### src/rtl/usb_token_tx.sv
// USB full/low-speed token packet transmitter: SYNC, PID, 16-bit token payload with CRC5,
// NRZI encoding with bit stuffing, and EOP, oversampled BIT_SAMPLES clocks per bit.
module usb_token_tx #(
    parameter int BIT_SAMPLES = 4
) (
    input  logic        clk_i,
    input  logic        rstn_i,
    input  logic        start_i,
    input  logic [3:0]  pid_i,
    input  logic [6:0]  addr_i,
    input  logic [3:0]  endp_i,
    input  logic [10:0] frame_i,
    output logic        busy_o,
    output logic        done_o,
    output logic        tx_en_o,
    output logic        tx_dp_o,
    output logic        tx_dn_o
);

    localparam int CNT_W = (BIT_SAMPLES > 1) ? $clog2(BIT_SAMPLES) : 1;
    localparam logic [CNT_W-1:0] CNT_MAX = CNT_W'(BIT_SAMPLES - 1);

    typedef enum logic [2:0] {
        S_IDLE,
        S_SYNC,
        S_PID,
        S_PAYLOAD,
        S_EOP_SE0,
        S_EOP_J
    } state_t;

    state_t            state_q;
    state_t            nxt_state;
    logic [CNT_W-1:0]  cnt_q;
    logic [3:0]        idx_q;
    logic [3:0]        nxt_idx;
    logic [2:0]        ones_q;
    logic [3:0]        pid_q;
    logic [10:0]       pay_q;
    logic [4:0]        crc_q;
    logic              lvl_q;
    logic              nxt_bit;
    logic              nxt_is_crc;
    logic              tick;
    logic              stuff;
    logic              accept;
    logic [7:0]        pid_byte;

    function automatic logic [4:0] crc5_step(input logic [4:0] c, input logic d);
        logic fb;
        fb = c[4] ^ d;
        return {c[3:0], 1'b0} ^ (fb ? 5'b00101 : 5'b00000);
    endfunction

    // All four token PIDs share the low bits 2'b01.
    assign accept   = start_i && !busy_o && (pid_i[1:0] == 2'b01);
    assign tick     = (cnt_q == CNT_MAX);
    assign pid_byte = {~pid_q, pid_q};
    assign stuff    = (ones_q == 3'd6) &&
                      ((state_q == S_SYNC) || (state_q == S_PID) || (state_q == S_PAYLOAD));

    always_comb begin
        nxt_state  = state_q;
        nxt_idx    = idx_q + 4'd1;
        nxt_bit    = 1'b0;
        nxt_is_crc = 1'b0;
        case (state_q)
            S_SYNC:    if (idx_q == 4'd7)  begin nxt_state = S_PID;     nxt_idx = 4'd0; end
            S_PID:     if (idx_q == 4'd7)  begin nxt_state = S_PAYLOAD; nxt_idx = 4'd0; end
            S_PAYLOAD: if (idx_q == 4'd15) begin nxt_state = S_EOP_SE0; nxt_idx = 4'd0; end
            S_EOP_SE0: if (idx_q == 4'd1)  begin nxt_state = S_EOP_J;   nxt_idx = 4'd0; end
            default:   begin nxt_state = S_IDLE; nxt_idx = 4'd0; end
        endcase
        case (nxt_state)
            S_SYNC: nxt_bit = (nxt_idx == 4'd7);
            S_PID:  nxt_bit = pid_byte[nxt_idx[2:0]];
            S_PAYLOAD: begin
                if (nxt_idx < 4'd11) begin
                    nxt_bit = pay_q[nxt_idx];
                end else begin
                    nxt_is_crc = 1'b1;
                    nxt_bit    = ~crc_q[4];
                end
            end
            default: nxt_bit = 1'b0;
        endcase
    end

    always_ff @(posedge clk_i or negedge rstn_i) begin
        if (!rstn_i) begin
            state_q <= S_IDLE;
            cnt_q   <= '0;
            idx_q   <= '0;
            ones_q  <= '0;
            pid_q   <= '0;
            pay_q   <= '0;
            crc_q   <= '0;
            lvl_q   <= 1'b1;
            busy_o  <= 1'b0;
            done_o  <= 1'b0;
            tx_en_o <= 1'b0;
            tx_dp_o <= 1'b1;
            tx_dn_o <= 1'b0;
        end else begin
            done_o <= 1'b0;
            if (state_q == S_IDLE) begin
                busy_o <= 1'b0;
                if (accept) begin
                    pid_q   <= pid_i;
                    pay_q   <= (pid_i == 4'b0101) ? frame_i : {endp_i, addr_i};
                    crc_q   <= 5'b11111;
                    state_q <= S_SYNC;
                    idx_q   <= '0;
                    cnt_q   <= '0;
                    ones_q  <= '0;
                    // First SYNC bit is a 0: line moves from idle J to K.
                    lvl_q   <= 1'b0;
                    tx_dp_o <= 1'b0;
                    tx_dn_o <= 1'b1;
                    tx_en_o <= 1'b1;
                    busy_o  <= 1'b1;
                end
            end else begin
                cnt_q <= tick ? '0 : cnt_q + 1'b1;
                if (tick) begin
                    if (stuff) begin
                        lvl_q   <= ~lvl_q;
                        tx_dp_o <= ~lvl_q;
                        tx_dn_o <= lvl_q;
                        ones_q  <= '0;
                    end else begin
                        state_q <= nxt_state;
                        idx_q   <= nxt_idx;
                        case (nxt_state)
                            S_SYNC, S_PID, S_PAYLOAD: begin
                                if (!nxt_bit) begin
                                    lvl_q   <= ~lvl_q;
                                    tx_dp_o <= ~lvl_q;
                                    tx_dn_o <= lvl_q;
                                    ones_q  <= '0;
                                end else begin
                                    tx_dp_o <= lvl_q;
                                    tx_dn_o <= ~lvl_q;
                                    ones_q  <= ones_q + 3'd1;
                                end
                                // CRC absorbs data bits, then shifts its own bits out MSB first.
                                if (nxt_state == S_PAYLOAD)
                                    crc_q <= nxt_is_crc ? {crc_q[3:0], 1'b0}
                                                        : crc5_step(crc_q, nxt_bit);
                            end
                            S_EOP_SE0: begin
                                tx_dp_o <= 1'b0;
                                tx_dn_o <= 1'b0;
                            end
                            S_EOP_J: begin
                                lvl_q   <= 1'b1;
                                tx_dp_o <= 1'b1;
                                tx_dn_o <= 1'b0;
                            end
                            default: begin
                                lvl_q   <= 1'b1;
                                tx_dp_o <= 1'b1;
                                tx_dn_o <= 1'b0;
                                tx_en_o <= 1'b0;
                                done_o  <= 1'b1;
                            end
                        endcase
                    end
                end
            end
        end
    end

endmodule

### config.mk
export PLATFORM = sky130hd
export DESIGN_NAME = usb_token_tx
export DESIGN_NICKNAME = d
export VERILOG_FILES = /design/src/rtl/usb_token_tx.sv
export SDC_FILE = /design/constraint.sdc
export NUM_CORES = 1
export LEC_CHECK = 0
export CAP_MARGIN = 25
export CORE_MARGIN = 1
export CORE_UTILIZATION = 50
export DETAILED_ROUTE_END_ITERATION = 8
export GPL_TIMING_DRIVEN = 0
export MAX_ROUTING_LAYER = met4
export PLACE_DENSITY = 0.74
export SETUP_SLACK_MARGIN = 0.05
export SYNTH_ARGS = -nofsm -noshare
export SYNTH_HDL_FRONTEND = slang
export SYNTH_SLANG_ARGS = --single-unit
### constraint.sdc
create_clock -name clk_i -period 3.05 [get_ports clk_i]
set_input_delay 0.4575 -clock clk_i [delete_from_list [all_inputs] [get_ports clk_i]]
set_output_delay 0.4575 -clock clk_i [all_outputs]
set_load 0.02 [all_outputs]
# Word-level counts from Yosys, hierarchy flattened
# Cells that the tools add are included.
# Widths: inputs -> output; s select.
# totals
elab_cells	134
register_bits	38
out_inout_bits	5
# classes
bitwise_logic	5
n_eq_ne	21
n_reduce_logical	21
addsub	3
order_cmp	3
n_mux	68
# ops
cell	count
$mux 3	15
$mux 5	7
$mux 1	28
$mux 4	7
$eq 3x2->1 const B	4
$eq 3x3->1 const B	4
$eq 4x3->1 const B	3
$pmux 3 s4	1
$pmux 4 s3	1
$mux 11	1
$reduce_and 3->1	3
$eq 3x1->1 const B	2
$mux 2	3
$reduce_bool 2->1	3
$lt 4x5->1 const B	1
$reduce_and 5->1	1
$reduce_or 5->1	1
$xor 5x3->5	1
$add 4x1->4 const B	1
$bmux 1 s4	1
$eq 4x1->1 const B	1
$eq 4x4->1 const B	1
$lt 3x4->1 const B	1
$lt 4x4->1 const B	1
22 further kinds	29

# Depth between registers and ports, before layout
# logic_depth
word_depth	16
ltp_mapped	11
ltp_nobuf	10

# Worst setup path before layout
# No wires, ideal clock.
# synth_path
path_type	register to register
start	register idx_q[0]
end	register crc_q[2]
arrival_ns	2.495
setup_slack_ns	0.473
required_ns	2.968
path_stages_with_launch	10
path_buffers	1
cell_sequence	dfrtp_1 > ha_1 > clkbuf_1 > mux4_2 > o21ai_1 > a21oi_1 > o32ai_4 > nor3_1 > or4_1 > a31oi_1
# synth_via
elab_chain_cells	16
elab_cells_between_ends	39
cone_classes	1 x add/sub; 1 x order compare; 7 x eq/ne; 24 x mux; 2 x bitwise; 4 x reduce/logical
# synth_rtl
item	line_no	text
start, declared	35	logic [3:0] idx_q;
start signal, assigned	133	idx_q <= nxt_idx;
$add 4x1->4, or another cell as far along	64	nxt_idx = idx_q + 4'd1;
$mux 4, on equally long branches	--	
$pmux 4 s3	67	case (state_q)
$bmux 1 s4	79	nxt_bit = pay_q[nxt_idx];
$mux 1 (implied by the code)	79	
$mux 1	78	if (nxt_idx < 4'd11) begin
$pmux 1 s3	74	case (nxt_state)
$xor 1x1->1	51	fb = c[4] ^ d;
$mux 3	52	return {c[3:0], 1'b0} ^ (fb ? 5'b00101 : 5'b00000);
$xor 5x3->5	52	
$mux 5	148	crc_q <= nxt_is_crc ? {crc_q[3:0], 1'b0}
$mux 5	147	if (nxt_state == S_PAYLOAD)
$mux 5	134	case (nxt_state)
$mux 5	126	if (stuff) begin
$mux 5	125	if (tick) begin
$mux 5	106	if (state_q == S_IDLE) begin
end signal, assigned	148	
end, declared	40	logic [4:0] crc_q;
# Parallel ways exist; a longest one is shown, timed or not. The select of a mux whose other input is x is not followed.
# A chain may end at the register's enable or synchronous reset.

# Final worst setup path
# Ends and elaborated chain as after synthesis.

==> flow_metrics.env <==
export IMPL_status="finished, final reports clean"
export IMPL_syn_nets=291
export IMPL_power_density_mw_per_mm2=806.0
export IMPL_drive_gt1_frac=0.1380
export IMPL_start_util=0.5171
export IMPL_vdd_ir_drop_max_uv=410.0
export IMPL_final_nets=330
export IMPL_grt_overflow_total=0
export IMPL_crit_required_ns=3.27
export IMPL_path_max_fanout=6
export IMPL_ys_seq_area_frac=0.3904
export IMPL_fin_crit_ns=2.824
export IMPL_dp_hpwl_mm=4.258
export IMPL_crit_family="simple AND/OR/NAND/NOR gates"
export IMPL_cpPeakStageDelay_ns=0.48
export IMPL_cp_arrival_ns=3.05
export IMPL_cts_inserted_buffers=5
export IMPL_num_vias=2103
export IMPL_yosys_top_cells_count="dfrtp_1, nand2_1, o21ai_0"
export IMPL_clk_pin_slew_worst_paths_ns=0.08
export IMPL_wl_met1_mm=2.711
export IMPL_yosys_area_share_adder=0.02561
export IMPL_clock_latency_ns=0.30
export IMPL_coreArea_mm2=0.004723
export IMPL_syn_avg_cell_area_um2=9.503
export IMPL_multi_input_area_mm2=0.001380
export IMPL_seqCellArea_um2=954.7
export IMPL_start_kind="flop"
export IMPL_io_pins=34
export IMPL_synth_area_mm2=0.002442
export IMPL_dr_wl_met3_um=242
export IMPL_grt_max_degree=39
export IMPL_dieArea_mm2=0.005168
export IMPL_antenna_found_initial=0
export IMPL_met2_length_mm=2.687
export IMPL_path_buf_inv=0
export IMPL_setup_worst_path_class="flop to flop"
export IMPL_p_total_mw=2.377
export IMPL_ys_types=73
export IMPL_endpoint_kind="flop"
export IMPL_worstMarginPinSlew_ns=0.8676
export IMPL_cts_sinks=38
export IMPL_synth_area_top_cells="dfrtp_1, mux2i_1, nand2_1"
export IMPL_yosys_area_top_type="dfrtp_1"
export IMPL_synthMuxAreaShare=0.07941
export IMPL_fp_dieW_um=71.89
export IMPL_maxSlewHeadroom=0.4216
export IMPL_track_usage=0.2565
export IMPL_cts_tree="done"
export IMPL_wl_per_cell_um=15.68
export IMPL_grt_pass1_wl_mm=9.915
export IMPL_synth_compound_area_frac=0.2239
export IMPL_fillers=391
export IMPL_totalWireLength_mm=5.709
export IMPL_reg2reg_depth=9
export IMPL_reg2reg_slack_ns=0.23
export IMPL_synth_top_cell_area_share=0.3689
export IMPL_synth_ff_type="dfrtp_1"
export IMPL_antennaDiodeCount=0
export IMPL_synthMostInstantiatedCell="dfrtp_1"
export IMPL_die_y_um=71.89
export IMPL_p_leak_nw=1.245
export IMPL_syn_inst=257
export IMPL_setup_violations=0
export IMPL_drt_pass1_iter_count=4
export IMPL_hold_path_class="input pin to async pin"
export IMPL_finClkSkew_ns=0.009712
export IMPL_tns_ns=0
export IMPL_finalHoldViolCount=0
export IMPL_r2r_end="crc_q[2]"
export IMPL_synthArstFlopShare=1.000
export IMPL_synth_xor_area_share=0.01742
export IMPL_rows=25
export IMPL_cts_hold_buf=0
export IMPL_yosys_warnings=0
export IMPL_path_cells="ha_2, xor2_1, nand4_2, and3_1, a22oi_2, o32a_1, a21boi_1, or4_1, a31oi_1"
export IMPL_yosys_register_bits=38
export IMPL_io_buffers=33
export IMPL_max_freq_mhz=354.1
export IMPL_first_global_vias=2021
export IMPL_via_per_inst=5.777
export IMPL_drt_iter0_drc=209
export IMPL_postRouteAntennaNets=0
export IMPL_worstReg2RegStart="idx_q[0]"
export IMPL_hold_slack_ns=0.2651
export IMPL_rsz0062_at_grt="false"
export IMPL_area_growth_pct=20.75
export IMPL_top_layer="met4"
export IMPL_crit_slowest_cell="dfrtp_2"
export IMPL_cts_buffer_depth=2
export IMPL_gp_congestion=0.8792
export IMPL_min_period_over_period=0.9260
export IMPL_drv_slew=0
export IMPL_drc=0
export IMPL_synthSimpleGateAreaFrac=0.2147
export IMPL_maxCapViolCount=0
export IMPL_root_buffer="clkbuf_8"
export IMPL_htree_levels=2
export IMPL_synth_edf_count=0
export IMPL_synth_top_family_by_area="compound AO/OA/AOI/OAI gates"
==> routing by layer <==
metal | GRT usage | up-vias
met2 | 0.3889 | 61
met3 | 0.03750 | 7
met1 | 0.3550 | 1013
met4 | 0.08715 | 0
met5 | - | -
li1 | - | 1022
==> sequential cells by signal, indices dropped and copies added (netlist names) <==
name,cells
ones_q,3
tx_dn_o,1
lvl_q,1
busy_o,1
done_o,1
pid_q,4
pay_q,11
state_q,3
cnt_q,2
tx_en_o,1
tx_dp_o,1
crc_q,5
idx_q,4
==> what timing repair did <==
item / in CTS / in global routing
resized for setup: 0 / 3
buffers inserted: 0 / 0
endpoints found under the setup margin: 0 / 3
hold endpoints to repair: 0 / 0
==> cell type report <==
type / instances / area share
multi-input combinational: 195 / 0.4680
sequential: 38 / 0.3237
timing repair buffer: 33 / 0.1103
buffer: 15 / 0.02885
tap: 67 / 0.02843
clock buffer: 5 / 0.02333
inverter: 8 / 0.01018
clock inverter: 3 / 0.007213
==> metrics by stage <==
step	utilization	worst slack (ns)	cell area (µm²)	cells
after floorplan	-	0.4727	2442	257
after global placement	0.6048	0.1118	2856	357
after detailed placement	0.6037	0.08244	2851	357
after CTS	0.6228	0.07898	2942	365
after global routing	0.6244	0.1233	2949	364
final	0.6244	0.2257	2949	364
==> worst max path at each step <==
stage,to,slack [ns],startpoint,cells past startpoint
floorplan,crc_q[2],0.47,idx_q[0],9
global placement,crc_q[2],0.11,idx_q[0],10
detailed placement,crc_q[2],0.08,idx_q[0],9
CTS,crc_q[2],0.08,idx_q[0],9
global route,crc_q[2],0.12,state_q[0],9
finish,crc_q[2],0.23,idx_q[0],9
==> power breakdown <==
group	switching (mW)	internal (mW)	total, mW	leakage [nW]
clock network	0.193	0.161	0.354	0.0441
logic	0.648	0.510	1.16	0.735
registers	0.149	0.717	0.866	0.466
==> placed cells by master, fill, tap and decap left out, types with 2 or more instances in the layout <==
cell type and instances:
o21ai_1 2, a31oi_1 6, nor4bb_1 2, and3_1 5, ha_1 4, nand2_1 35, buf_4 5, clkbuf_1 6
and2_1 4, a21oi_1 6, nor4_1 2, o32a_1 2, a22o_1 2, o41ai_1 2, buf_2 2, and3b_1 3
a21o_1 3, mux2i_1 16, dfrtp_1 35, o22ai_1 3, xnor2_1 2, o2111ai_1 2, inv_1 8, nand2b_1 3
nand3_1 8, nor2_1 11, dfstp_2 2, o31ai_1 5, o21ai_0 19, nor3_1 5, clkbuf_8 5, nor2b_1 3
clkdlybuf4s50_1 32
==> cell families after synthesis <==
kind of cell | after synthesis
compound gates | 72
fa+ha+maj | 5
buf+inv | 24
mux | 18
simple gates | 96
xor+xnor | 4
flops | 38
Note: power is estimated with default switching activity, not from simulation.
